==> src/rtl/cp0_regfile_if.sv <==
// Pipeline-to-CP0 bus: MTC0/MFC0 access, exception/ERET commit strobes and live status outputs.
// we, exc_valid and eret are single-cycle qualifiers with no ready: CP0 always accepts on the edge they are high.
interface cp0_regfile_if #(
  parameter int NUM_HW_INT = 6
);
  logic                  we;
  logic [4:0]            waddr;
  logic [2:0]            wsel;
  logic [31:0]           wdata;
  logic [4:0]            raddr;
  logic [2:0]            rsel;
  logic [31:0]           rdata;
  logic [NUM_HW_INT-1:0] hw_int;
  logic                  exc_valid;
  logic [4:0]            exc_code;
  logic [31:0]           exc_pc;
  logic                  exc_bd;
  logic                  exc_bad_valid;
  logic [31:0]           exc_badvaddr;
  logic                  eret;
  logic                  int_pending;
  logic [31:0]           status_out;
  logic [31:0]           cause_out;
  logic [31:0]           epc_out;

  modport master (
    output we, waddr, wsel, wdata, raddr, rsel, hw_int,
    output exc_valid, exc_code, exc_pc, exc_bd, exc_bad_valid, exc_badvaddr, eret,
    input  rdata, int_pending, status_out, cause_out, epc_out
  );

  modport slave (
    input  we, waddr, wsel, wdata, raddr, rsel, hw_int,
    input  exc_valid, exc_code, exc_pc, exc_bd, exc_bad_valid, exc_badvaddr, eret,
    output rdata, int_pending, status_out, cause_out, epc_out
  );
endinterface

==> src/rtl/cp0_regfile.sv <==
// MIPS32-style CP0 subset: BadVAddr, Count/Compare timer, Status, Cause, EPC and PRId,
// with exception/ERET commit handling and interrupt request generation.
module cp0_regfile #(
  parameter int          NUM_HW_INT = 6,
  parameter int          COUNT_DIV  = 2,
  parameter logic [31:0] PRID       = 32'h0001_8000
) (
  input logic          clk,
  input logic          rst,
  cp0_regfile_if.slave bus
);

  localparam int                DIV_W    = (COUNT_DIV > 1) ? $clog2(COUNT_DIV) : 1;
  localparam logic [DIV_W-1:0]  DIV_LAST = DIV_W'(COUNT_DIV - 1);

  logic [31:0]      r_badvaddr;
  logic [31:0]      r_count;
  logic [31:0]      r_compare;
  logic [31:0]      r_epc;
  logic [DIV_W-1:0] r_div;
  logic             r_ie;
  logic             r_exl;
  logic [7:0]       r_im;
  logic             r_bd;
  logic             r_ti;
  logic [1:0]       r_sw;
  logic [4:0]       r_exccode;
  logic [5:0]       r_hw;

  logic             w_wr_sel0;
  logic             w_wr_count;
  logic             w_wr_compare;
  logic             w_wr_status;
  logic             w_wr_cause;
  logic             w_wr_epc;
  logic             w_tick;
  logic [31:0]      w_count_inc;
  logic [5:0]       w_hw_ext;
  logic [7:0]       w_ip;
  logic [31:0]      w_status;
  logic [31:0]      w_cause;
  logic [31:0]      w_rdata;

  assign w_wr_sel0    = bus.we && (bus.wsel == 3'd0);
  assign w_wr_count   = w_wr_sel0 && (bus.waddr == 5'd9);
  assign w_wr_compare = w_wr_sel0 && (bus.waddr == 5'd11);
  assign w_wr_status  = w_wr_sel0 && (bus.waddr == 5'd12);
  assign w_wr_cause   = w_wr_sel0 && (bus.waddr == 5'd13);
  assign w_wr_epc     = w_wr_sel0 && (bus.waddr == 5'd14);

  assign w_tick      = (r_div == DIV_LAST);
  assign w_count_inc = r_count + 32'd1;

  // Absent interrupt lines are tied low so IP reads 0 in their positions.
  always_comb begin
    w_hw_ext                 = '0;
    w_hw_ext[NUM_HW_INT-1:0] = bus.hw_int;
  end

  always_ff @(posedge clk) begin
    if (rst) begin
      r_hw <= '0;
    end else begin
      r_hw <= w_hw_ext;
    end
  end

  // MTC0 Count restarts the prescaler so the next increment is a full COUNT_DIV away.
  always_ff @(posedge clk) begin
    if (rst) begin
      r_count <= '0;
      r_div   <= '0;
    end else if (w_wr_count) begin
      r_count <= bus.wdata;
      r_div   <= '0;
    end else if (w_tick) begin
      r_count <= w_count_inc;
      r_div   <= '0;
    end else begin
      r_div   <= r_div + DIV_W'(1);
    end
  end

  always_ff @(posedge clk) begin
    if (rst) begin
      r_compare <= '0;
    end else if (w_wr_compare) begin
      r_compare <= bus.wdata;
    end
  end

  // Writing Compare acknowledges the timer; that clear beats a coincident match.
  always_ff @(posedge clk) begin
    if (rst) begin
      r_ti <= 1'b0;
    end else if (w_wr_compare) begin
      r_ti <= 1'b0;
    end else if (w_tick && !w_wr_count && (w_count_inc == r_compare)) begin
      r_ti <= 1'b1;
    end
  end

  // Later assignments override earlier ones: MTC0, then ERET, then exception.
  always_ff @(posedge clk) begin
    if (rst) begin
      r_ie  <= 1'b0;
      r_exl <= 1'b0;
      r_im  <= '0;
    end else begin
      if (w_wr_status) begin
        r_ie  <= bus.wdata[0];
        r_exl <= bus.wdata[1];
        r_im  <= bus.wdata[15:8];
      end
      if (bus.exc_valid) begin
        r_exl <= 1'b1;
      end else if (bus.eret) begin
        r_exl <= 1'b0;
      end
    end
  end

  always_ff @(posedge clk) begin
    if (rst) begin
      r_bd      <= 1'b0;
      r_sw      <= '0;
      r_exccode <= '0;
    end else begin
      if (w_wr_cause) begin
        r_sw <= bus.wdata[9:8];
      end
      if (bus.exc_valid) begin
        r_exccode <= bus.exc_code;
        if (!r_exl) begin
          r_bd <= bus.exc_bd;
        end
      end
    end
  end

  // A nested exception (EXL already set) leaves EPC alone, so MTC0 EPC still lands.
  always_ff @(posedge clk) begin
    if (rst) begin
      r_epc <= '0;
    end else if (bus.exc_valid && !r_exl) begin
      r_epc <= bus.exc_bd ? (bus.exc_pc - 32'd4) : bus.exc_pc;
    end else if (w_wr_epc) begin
      r_epc <= bus.wdata;
    end
  end

  always_ff @(posedge clk) begin
    if (rst) begin
      r_badvaddr <= '0;
    end else if (bus.exc_valid && bus.exc_bad_valid) begin
      r_badvaddr <= bus.exc_badvaddr;
    end
  end

  assign w_ip     = {r_hw[5] | r_ti, r_hw[4:0], r_sw};
  assign w_status = {9'b0, 1'b1, 6'b0, r_im, 6'b0, r_exl, r_ie};
  assign w_cause  = {r_bd, r_ti, 14'b0, w_ip, 1'b0, r_exccode, 2'b0};

  always_comb begin
    w_rdata = '0;
    if (bus.rsel == 3'd0) begin
      case (bus.raddr)
        5'd8:    w_rdata = r_badvaddr;
        5'd9:    w_rdata = r_count;
        5'd11:   w_rdata = r_compare;
        5'd12:   w_rdata = w_status;
        5'd13:   w_rdata = w_cause;
        5'd14:   w_rdata = r_epc;
        5'd15:   w_rdata = PRID;
        default: w_rdata = '0;
      endcase
    end
  end

  assign bus.rdata       = w_rdata;
  assign bus.status_out  = w_status;
  assign bus.cause_out   = w_cause;
  assign bus.epc_out     = r_epc;
  assign bus.int_pending = r_ie && !r_exl && (|(w_ip & r_im));

endmodule
==> src/flat_wrapper.sv <==
// flat-port wrapper written by rule: the top's interface ports become plain ports
module cp0_regfile_flat 
#(
  parameter int          NUM_HW_INT = 6,
  parameter int          COUNT_DIV  = 2,
  parameter logic [31:0] PRID       = 32'h0001_8000
)
  (clk, rst, bus_we, bus_waddr, bus_wsel, bus_wdata, bus_raddr, bus_rsel, bus_hw_int, bus_exc_valid, bus_exc_code, bus_exc_pc, bus_exc_bd, bus_exc_bad_valid, bus_exc_badvaddr, bus_eret, bus_rdata, bus_int_pending, bus_status_out, bus_cause_out, bus_epc_out);
  cp0_regfile_if #(.NUM_HW_INT(NUM_HW_INT)) bus_i ();
  input logic clk;
  input logic rst;
  input wire logic [$bits(bus_i.we)-1:0] bus_we;
  input wire logic [$bits(bus_i.waddr)-1:0] bus_waddr;
  input wire logic [$bits(bus_i.wsel)-1:0] bus_wsel;
  input wire logic [$bits(bus_i.wdata)-1:0] bus_wdata;
  input wire logic [$bits(bus_i.raddr)-1:0] bus_raddr;
  input wire logic [$bits(bus_i.rsel)-1:0] bus_rsel;
  input wire logic [$bits(bus_i.hw_int)-1:0] bus_hw_int;
  input wire logic [$bits(bus_i.exc_valid)-1:0] bus_exc_valid;
  input wire logic [$bits(bus_i.exc_code)-1:0] bus_exc_code;
  input wire logic [$bits(bus_i.exc_pc)-1:0] bus_exc_pc;
  input wire logic [$bits(bus_i.exc_bd)-1:0] bus_exc_bd;
  input wire logic [$bits(bus_i.exc_bad_valid)-1:0] bus_exc_bad_valid;
  input wire logic [$bits(bus_i.exc_badvaddr)-1:0] bus_exc_badvaddr;
  input wire logic [$bits(bus_i.eret)-1:0] bus_eret;
  output wire logic [$bits(bus_i.rdata)-1:0] bus_rdata;
  output wire logic [$bits(bus_i.int_pending)-1:0] bus_int_pending;
  output wire logic [$bits(bus_i.status_out)-1:0] bus_status_out;
  output wire logic [$bits(bus_i.cause_out)-1:0] bus_cause_out;
  output wire logic [$bits(bus_i.epc_out)-1:0] bus_epc_out;
  assign bus_i.we = bus_we;
  assign bus_i.waddr = bus_waddr;
  assign bus_i.wsel = bus_wsel;
  assign bus_i.wdata = bus_wdata;
  assign bus_i.raddr = bus_raddr;
  assign bus_i.rsel = bus_rsel;
  assign bus_i.hw_int = bus_hw_int;
  assign bus_i.exc_valid = bus_exc_valid;
  assign bus_i.exc_code = bus_exc_code;
  assign bus_i.exc_pc = bus_exc_pc;
  assign bus_i.exc_bd = bus_exc_bd;
  assign bus_i.exc_bad_valid = bus_exc_bad_valid;
  assign bus_i.exc_badvaddr = bus_exc_badvaddr;
  assign bus_i.eret = bus_eret;
  assign bus_rdata = bus_i.rdata;
  assign bus_int_pending = bus_i.int_pending;
  assign bus_status_out = bus_i.status_out;
  assign bus_cause_out = bus_i.cause_out;
  assign bus_epc_out = bus_i.epc_out;
  cp0_regfile #(.NUM_HW_INT(NUM_HW_INT), .COUNT_DIV(COUNT_DIV), .PRID(PRID)) u_core (.clk(clk), .rst(rst), .bus(bus_i));
endmodule
==> config.mk <==
export PLATFORM = sky130hd
export DESIGN_NAME = cp0_regfile_flat
export DESIGN_NICKNAME = d
export VERILOG_FILES = /design/src/rtl/cp0_regfile_if.sv /design/src/rtl/cp0_regfile.sv /design/src/flat_wrapper.sv
export SDC_FILE = /design/constraint.sdc
export NUM_CORES = 1
export LEC_CHECK = 0
export ABC_CLOCK_PERIOD_IN_PS = 2650
export CAP_MARGIN = 0
export CELL_PAD_IN_SITES_DETAIL_PLACEMENT = 1
export CELL_PAD_IN_SITES_GLOBAL_PLACEMENT = 1
export CORE_ASPECT_RATIO = 1.2
export CORE_UTILIZATION = 32
export CTS_CLUSTER_SIZE = 8
export DETAILED_ROUTE_END_ITERATION = 10
export GPL_TIMING_DRIVEN = 0
export PLACE_DENSITY_LB_ADDON = 0.1
export SETUP_SLACK_MARGIN = 0.2
export SLEW_MARGIN = 20
export SYNTH_ARGS = -nofsm -noshare
export SYNTH_HDL_FRONTEND = slang
export SYNTH_SLANG_ARGS = --single-unit
==> constraint.sdc <==
create_clock -name clk -period 2.65 [get_ports clk]
set_input_delay 0.6625 -clock clk [delete_from_list [all_inputs] [get_ports clk]]
set_output_delay 0.6625 -clock clk [all_outputs]
set_load 0.02 [all_outputs]
# ---- After elaboration in Yosys (flattened, before gate mapping)
# Cells that the tools add are included.
dict set report op_classes {
  n_bitwise 3
  addsub 3
  muxes 10
  eq_ne 13
  reduce_logical 23
}
# op count
set ops {}
lappend ops {{case mux 32 bit (7 select lines)} 1}
lappend ops {{two-way mux 32 bit} 6}
lappend ops {{equality test 5 x 4 -> 1 bit (second input constant)} 12}
lappend ops {{adder 32 x 1 -> 32 bit (second input constant)} 1}
lappend ops {{equality test 32 bit} 1}
lappend ops {{subtractor 32 x 3 -> 32 bit (second input constant)} 1}
lappend ops {{logical AND 1 bit} 12}
lappend ops {{bitwise AND 8 bit} 1}
lappend ops {{OR reduction 8 bit} 1}
lappend ops {{logical NOT 3 bit} 2}
lappend ops {{nonzero test 2 bit} 2}
lappend ops {{two-way mux 1 bit} 3}
lappend ops {{nonzero test 3 bit} 1}
lappend ops {{OR reduction 3 bit} 1}
lappend ops {{logical NOT 1 bit} 2}
lappend ops {{AND reduction 2 bit} 1}
lappend ops {{OR reduction 2 bit} 1}
lappend ops {{adder 1 bit (second input constant)} 1}
lappend ops {{inverter 1 bit} 1}
lappend ops {{OR 1 bit} 1}
dict set report totals {
  output_inout_bits 129
  register_bits 154
  in_bits 130
  elab_cells 65
}

# ---- Longest topological paths before layout
dict set report depth {
  ltp_word 6
  ltp_mapped 10
  ltp_nobuf 8
}

# ---- Worst setup path before layout
# No wires, ideal clock.
dict set report synth_path {
  path_kind {input to output}
  start {input bus_raddr[0]}
  end {output bus_rdata[2]}
  required_ps 1987
  path_slack_ps -168
  n_path_buf 2
  t_arrival_ps 2155
  cell_stages 6
  path_cell_list {clkbuf_1 inv_1 nor3_1 clkbuf_1 a222oi_1 a21oi_1}
}
dict set report synth_between {
  elab_chain_cells 3
  elab_cells_between_ends 9
  cone_classes {eq/ne: 7; mux: 2}
}
# item line_no
set synth_lines {}
lappend synth_lines {{start, declared} flat_wrapper.sv:16} ;# input wire logic [$bits(bus_i.raddr)-1:0] bus_raddr;
lappend synth_lines {{equality test 5 x 4 -> 1 bit} cp0_regfile.sv:167} ;# case (bus.raddr)
lappend synth_lines {{case mux 32 bit (7 select lines) *} cp0_regfile.sv:167}
lappend synth_lines {{two-way mux 32 bit *} cp0_regfile.sv:166} ;# if (bus.rsel == 3'd0) begin
lappend synth_lines {{end, declared} flat_wrapper.sv:26} ;# output wire logic [$bits(bus_i.rdata)-1:0] bus_rdata;
# Every way passes the cells marked *; elsewhere a longest branch is shown, timed or not.

# ---- Worst setup path after layout
dict set report layout_path {
  start {input bus_raddr[4]}
  end {output bus_rdata[31]}
}
# The elaborated chain is that of the path after synthesis.

==> impl_metrics.yaml <==
cells_and_area:
  stdcell_count: 1885
  antennaDiodeCount: 0
  nets: 1620
  syn2layout_area_growth_pct: 54.6
  layout-drive-gt1-share_pct: 28.1
  postLayoutCoreUtil_pct: 50.5
  design_area_um2: 14600
  fillers: 3351
synth:
  synth_enable_flop_cells: 0
  yosysMostFrequentCell: "nor2_1"
  synth_area_per_cell_um2: 8.22
  yosysSeqAreaShare_pct: 32.6
  synth_area_leaders: "dfxtp_1 33%, mux2i_1 9.0%, nor2_1 6.8%, xnor2_1 5.1%, a211oi_1 4.6%"
  async_flop_share_pct: 0
  synth-simple-area-share_pct: 22.3
  synth_xor_area_share_pct: 9.17
  yosysTopAreaCell: "dfxtp_1"
  ys_ff_latch: 154
  yosysTopAreaCellShare_pct: 32.6
  synthAdderAreaFrac_pct: 0.265
  synth_cell_type_count: 67
  netlist_instances: 1150
  synth_top_family_by_area: "simple AND/OR/NAND/NOR gates"
  synth_common_cells: "171 x nor2_1, 154 x dfxtp_1, 103 x nand2_1"
  synth_area_um2: 9450
  synth_compound_area_share_pct: 15.2
  synth_mux_area_share_pct: 12.2
  ys.flop_type: "dfxtp_1"
  yosysWarnings: 0
clocking:
  cts_buffers: 17
  numClockSinks: 154
  clockBufferDepth: 2
  cts_tree: "yes"
  htreeDepth: 4
  holdBufCountCts: 0
  clock_latency_ns: 0.45
  root_buffer: "clkbuf_16"
  clkTransAtPathRegs_ns: 0.06
timing:
  slew-limit-headroom_pct: 35.0
  slew_violations: 0
  layout_worst_path_cycle_share_pct: 107
  finalCriticalPeriod_ns: 2.84
  rsz0062_at_grt: "true"
  setup_violations: 32
  clock_skew_ns: 0.00973
  max_freq_mhz: 352
  worst_pin_slew_ns: 0.976
  finalHoldViolations: 0
  finalWorstSetupSlack_ns: -0.192
floorplan:
  fp.dieArea_um2: 30200
  pin_count: 259
  die_h_um: 190
  initial_core_util_pct: 32.7
  die_width_um: 159
  row_count: 68
  core-area_um2: 28900
worst_setup_path:
  critical_path_class: "primary input to primary output"
  rr_endpoint: "u_core.r_ti"
  regToRegSetupSlack_ns: 0.26
  required_ns: 1.99
  worstPathArrival_ns: 2.18
  r2r-start: "u_core.r_count[15]"
  worst-r2r-cell-count: 9
  endpoint_kind: "primary output"
  worst_setup_path_start_kind: "primary input"
  cp_max_fo: 7
placed_design:
  placed_cells: 1788
  io_buffers: 216
  dp_hpwl_mm: 33.8
  pre_cts_slack_ns: -1.46
  gp_congestion: 0.899
  dpl-instance-area_um2: 12400
route:
  wl_mm: 43.7
  num_vias: 10100
  final_antenna_net_count: 0
  drtIter0Drc: 646
  wl_per_cell_um: 23.2
  drc: 0
  dr.pass1.iters: 6
  viasPerCell: 5.36
power_and_ir_drop:
  p_leak_nw: 5.36
  peakVddDrop_uv: 329
  cellPowerDensity_nw_per_um2: 405
  power_mw: 5.91
global_route:
  grt_pass1_vias: 10300
  gr-total-overflow: 0
  antenna_found_initial: 0
  grt_usage_pct: 28.2
  grt_max_degree: 17
  grt_pass1_wl_mm: 63.4
run:
  drv_cap: 0
run_status:
  violations: "setup timing"
  status: "finished with violations"
min_path:
  hold_end: "u_core.r_badvaddr[18]"
  hold_depth: 2
  hold_class: "flip-flop to flip-flop"
  min_from: "u_core.r_badvaddr[18]"
worst max-delay path, cell delays in order:
cell	delay [ns]
buf_8	0.09
nand2b_4	0.18
nor3_4	0.06
buf_12	0.13
buf_8	0.13
a222oi_1	0.63
a21oi_4	0.13
buf_6	0.17
routing by layer:
| metal | track usage (%) | vias to the layer above | part of all wire, % |
|---|---|---|---|
| met3 | 4.09 | 73 | 4.8 |
| met4 | 14.7 | 0 | 3.9 |
| met1 | 34.9 | 5008 | 43 |
| li1 | - | 4682 | - |
| met2 | 47.7 | 333 | 49 |
| met5 | 0 | - | 0 |
cell families after synthesis:
group	count (synthesis)
buffers and inverters	146
other	2
and+or+nand+nor	428
adders and majority gates	2
xor gates and xnor gates	99
DFF	154
muxes	112
AOI/OAI and AO/OA	207
area by class of cell:
type	instances	area [µm²]	share of cell area (%)
multi-input cells	887	6560	44.9
flip-flops and latches	154	3110	21.3
repair buffers	282	2790	19.1
plain buffers	137	1070	7.33
well taps	385	482	3.30
clock buffers	17	425	2.91
clock inverters	14	126	0.865
inverters	9	37.5	0.257
cells in the final DEF (no fill, tap or decap), types with 13 or more instances in the layout:
cell type	synthesis	final
clkbuf_16	0	23
nor3_1	26	19
mux2i_1	85	83
dfxtp_1	154	138
a21oi_2	0	13
mux2_2	27	25
clkdlybuf4s50_1	0	163
conb_1	2	39
nand2_1	103	98
nor2_1	171	149
nor4_1	19	13
a21oi_1	68	43
clkbuf_1	60	33
nor2_4	0	13
buf_6	2	51
a222oi_1	23	23
a211oi_1	58	54
xnor2_1	55	53
xor2_1	44	44
nand4_1	15	15
buf_4	48	108
repair_timing:
item	4_1_cts	5_1_grt
gates cloned	3	1
pin swaps	49	58
endpoints found under the hold margin	0	0
setup endpoints to repair	150	97
resized for setup	396	118
buffers inserted	34	28
how the worst max path moves through the flow:
stage	endpoint	cells past startpoint	from	slack (ns)
floorplan	u_core.bus.epc_out[30]	7	bus_exc_pc[10]	0.04
global placement	bus_rdata[15]	7	bus_raddr[3]	-1.47
detailed placement	bus_rdata[15]	7	bus_raddr[3]	-1.46
CTS	bus_rdata[19]	9	bus_raddr[3]	-0.18
global route	bus_rdata[7]	9	bus_raddr[3]	-0.20
finish	bus_rdata[31]	8	bus_raddr[4]	-0.19
power breakdown:
| group | internal (mW) | switching, mW |
|---|---|---|
| Combinational | 0.488 | 0.567 |
| Sequential | 2.39 | 0.0847 |
| Clock | 1.29 | 1.09 |
registers in the layout, summed over array words and instances (netlist names), 2 cells and up:
| name | count |
|---|---|
| u_core.r_count | 32 |
| u_core.r_exccode | 5 |
| u_core.r_im | 8 |
| u_core.r_sw | 2 |
| u_core.bus.epc_out | 32 |
| u_core.r_hw | 6 |
| u_core.r_compare | 32 |
| u_core.r_badvaddr | 32 |
stage by stage:
step | hold slack, ns | setup TNS (ns)
detailed placement | 0.450 | -119.91
global placement | 0.439 | -115.68
CTS | 0.459 | -3.65
floorplan | 0.434 | 0
finish | 0.459 | -2.88
global route | 0.477 | -4.04
(Power assumes the default switching activity.)
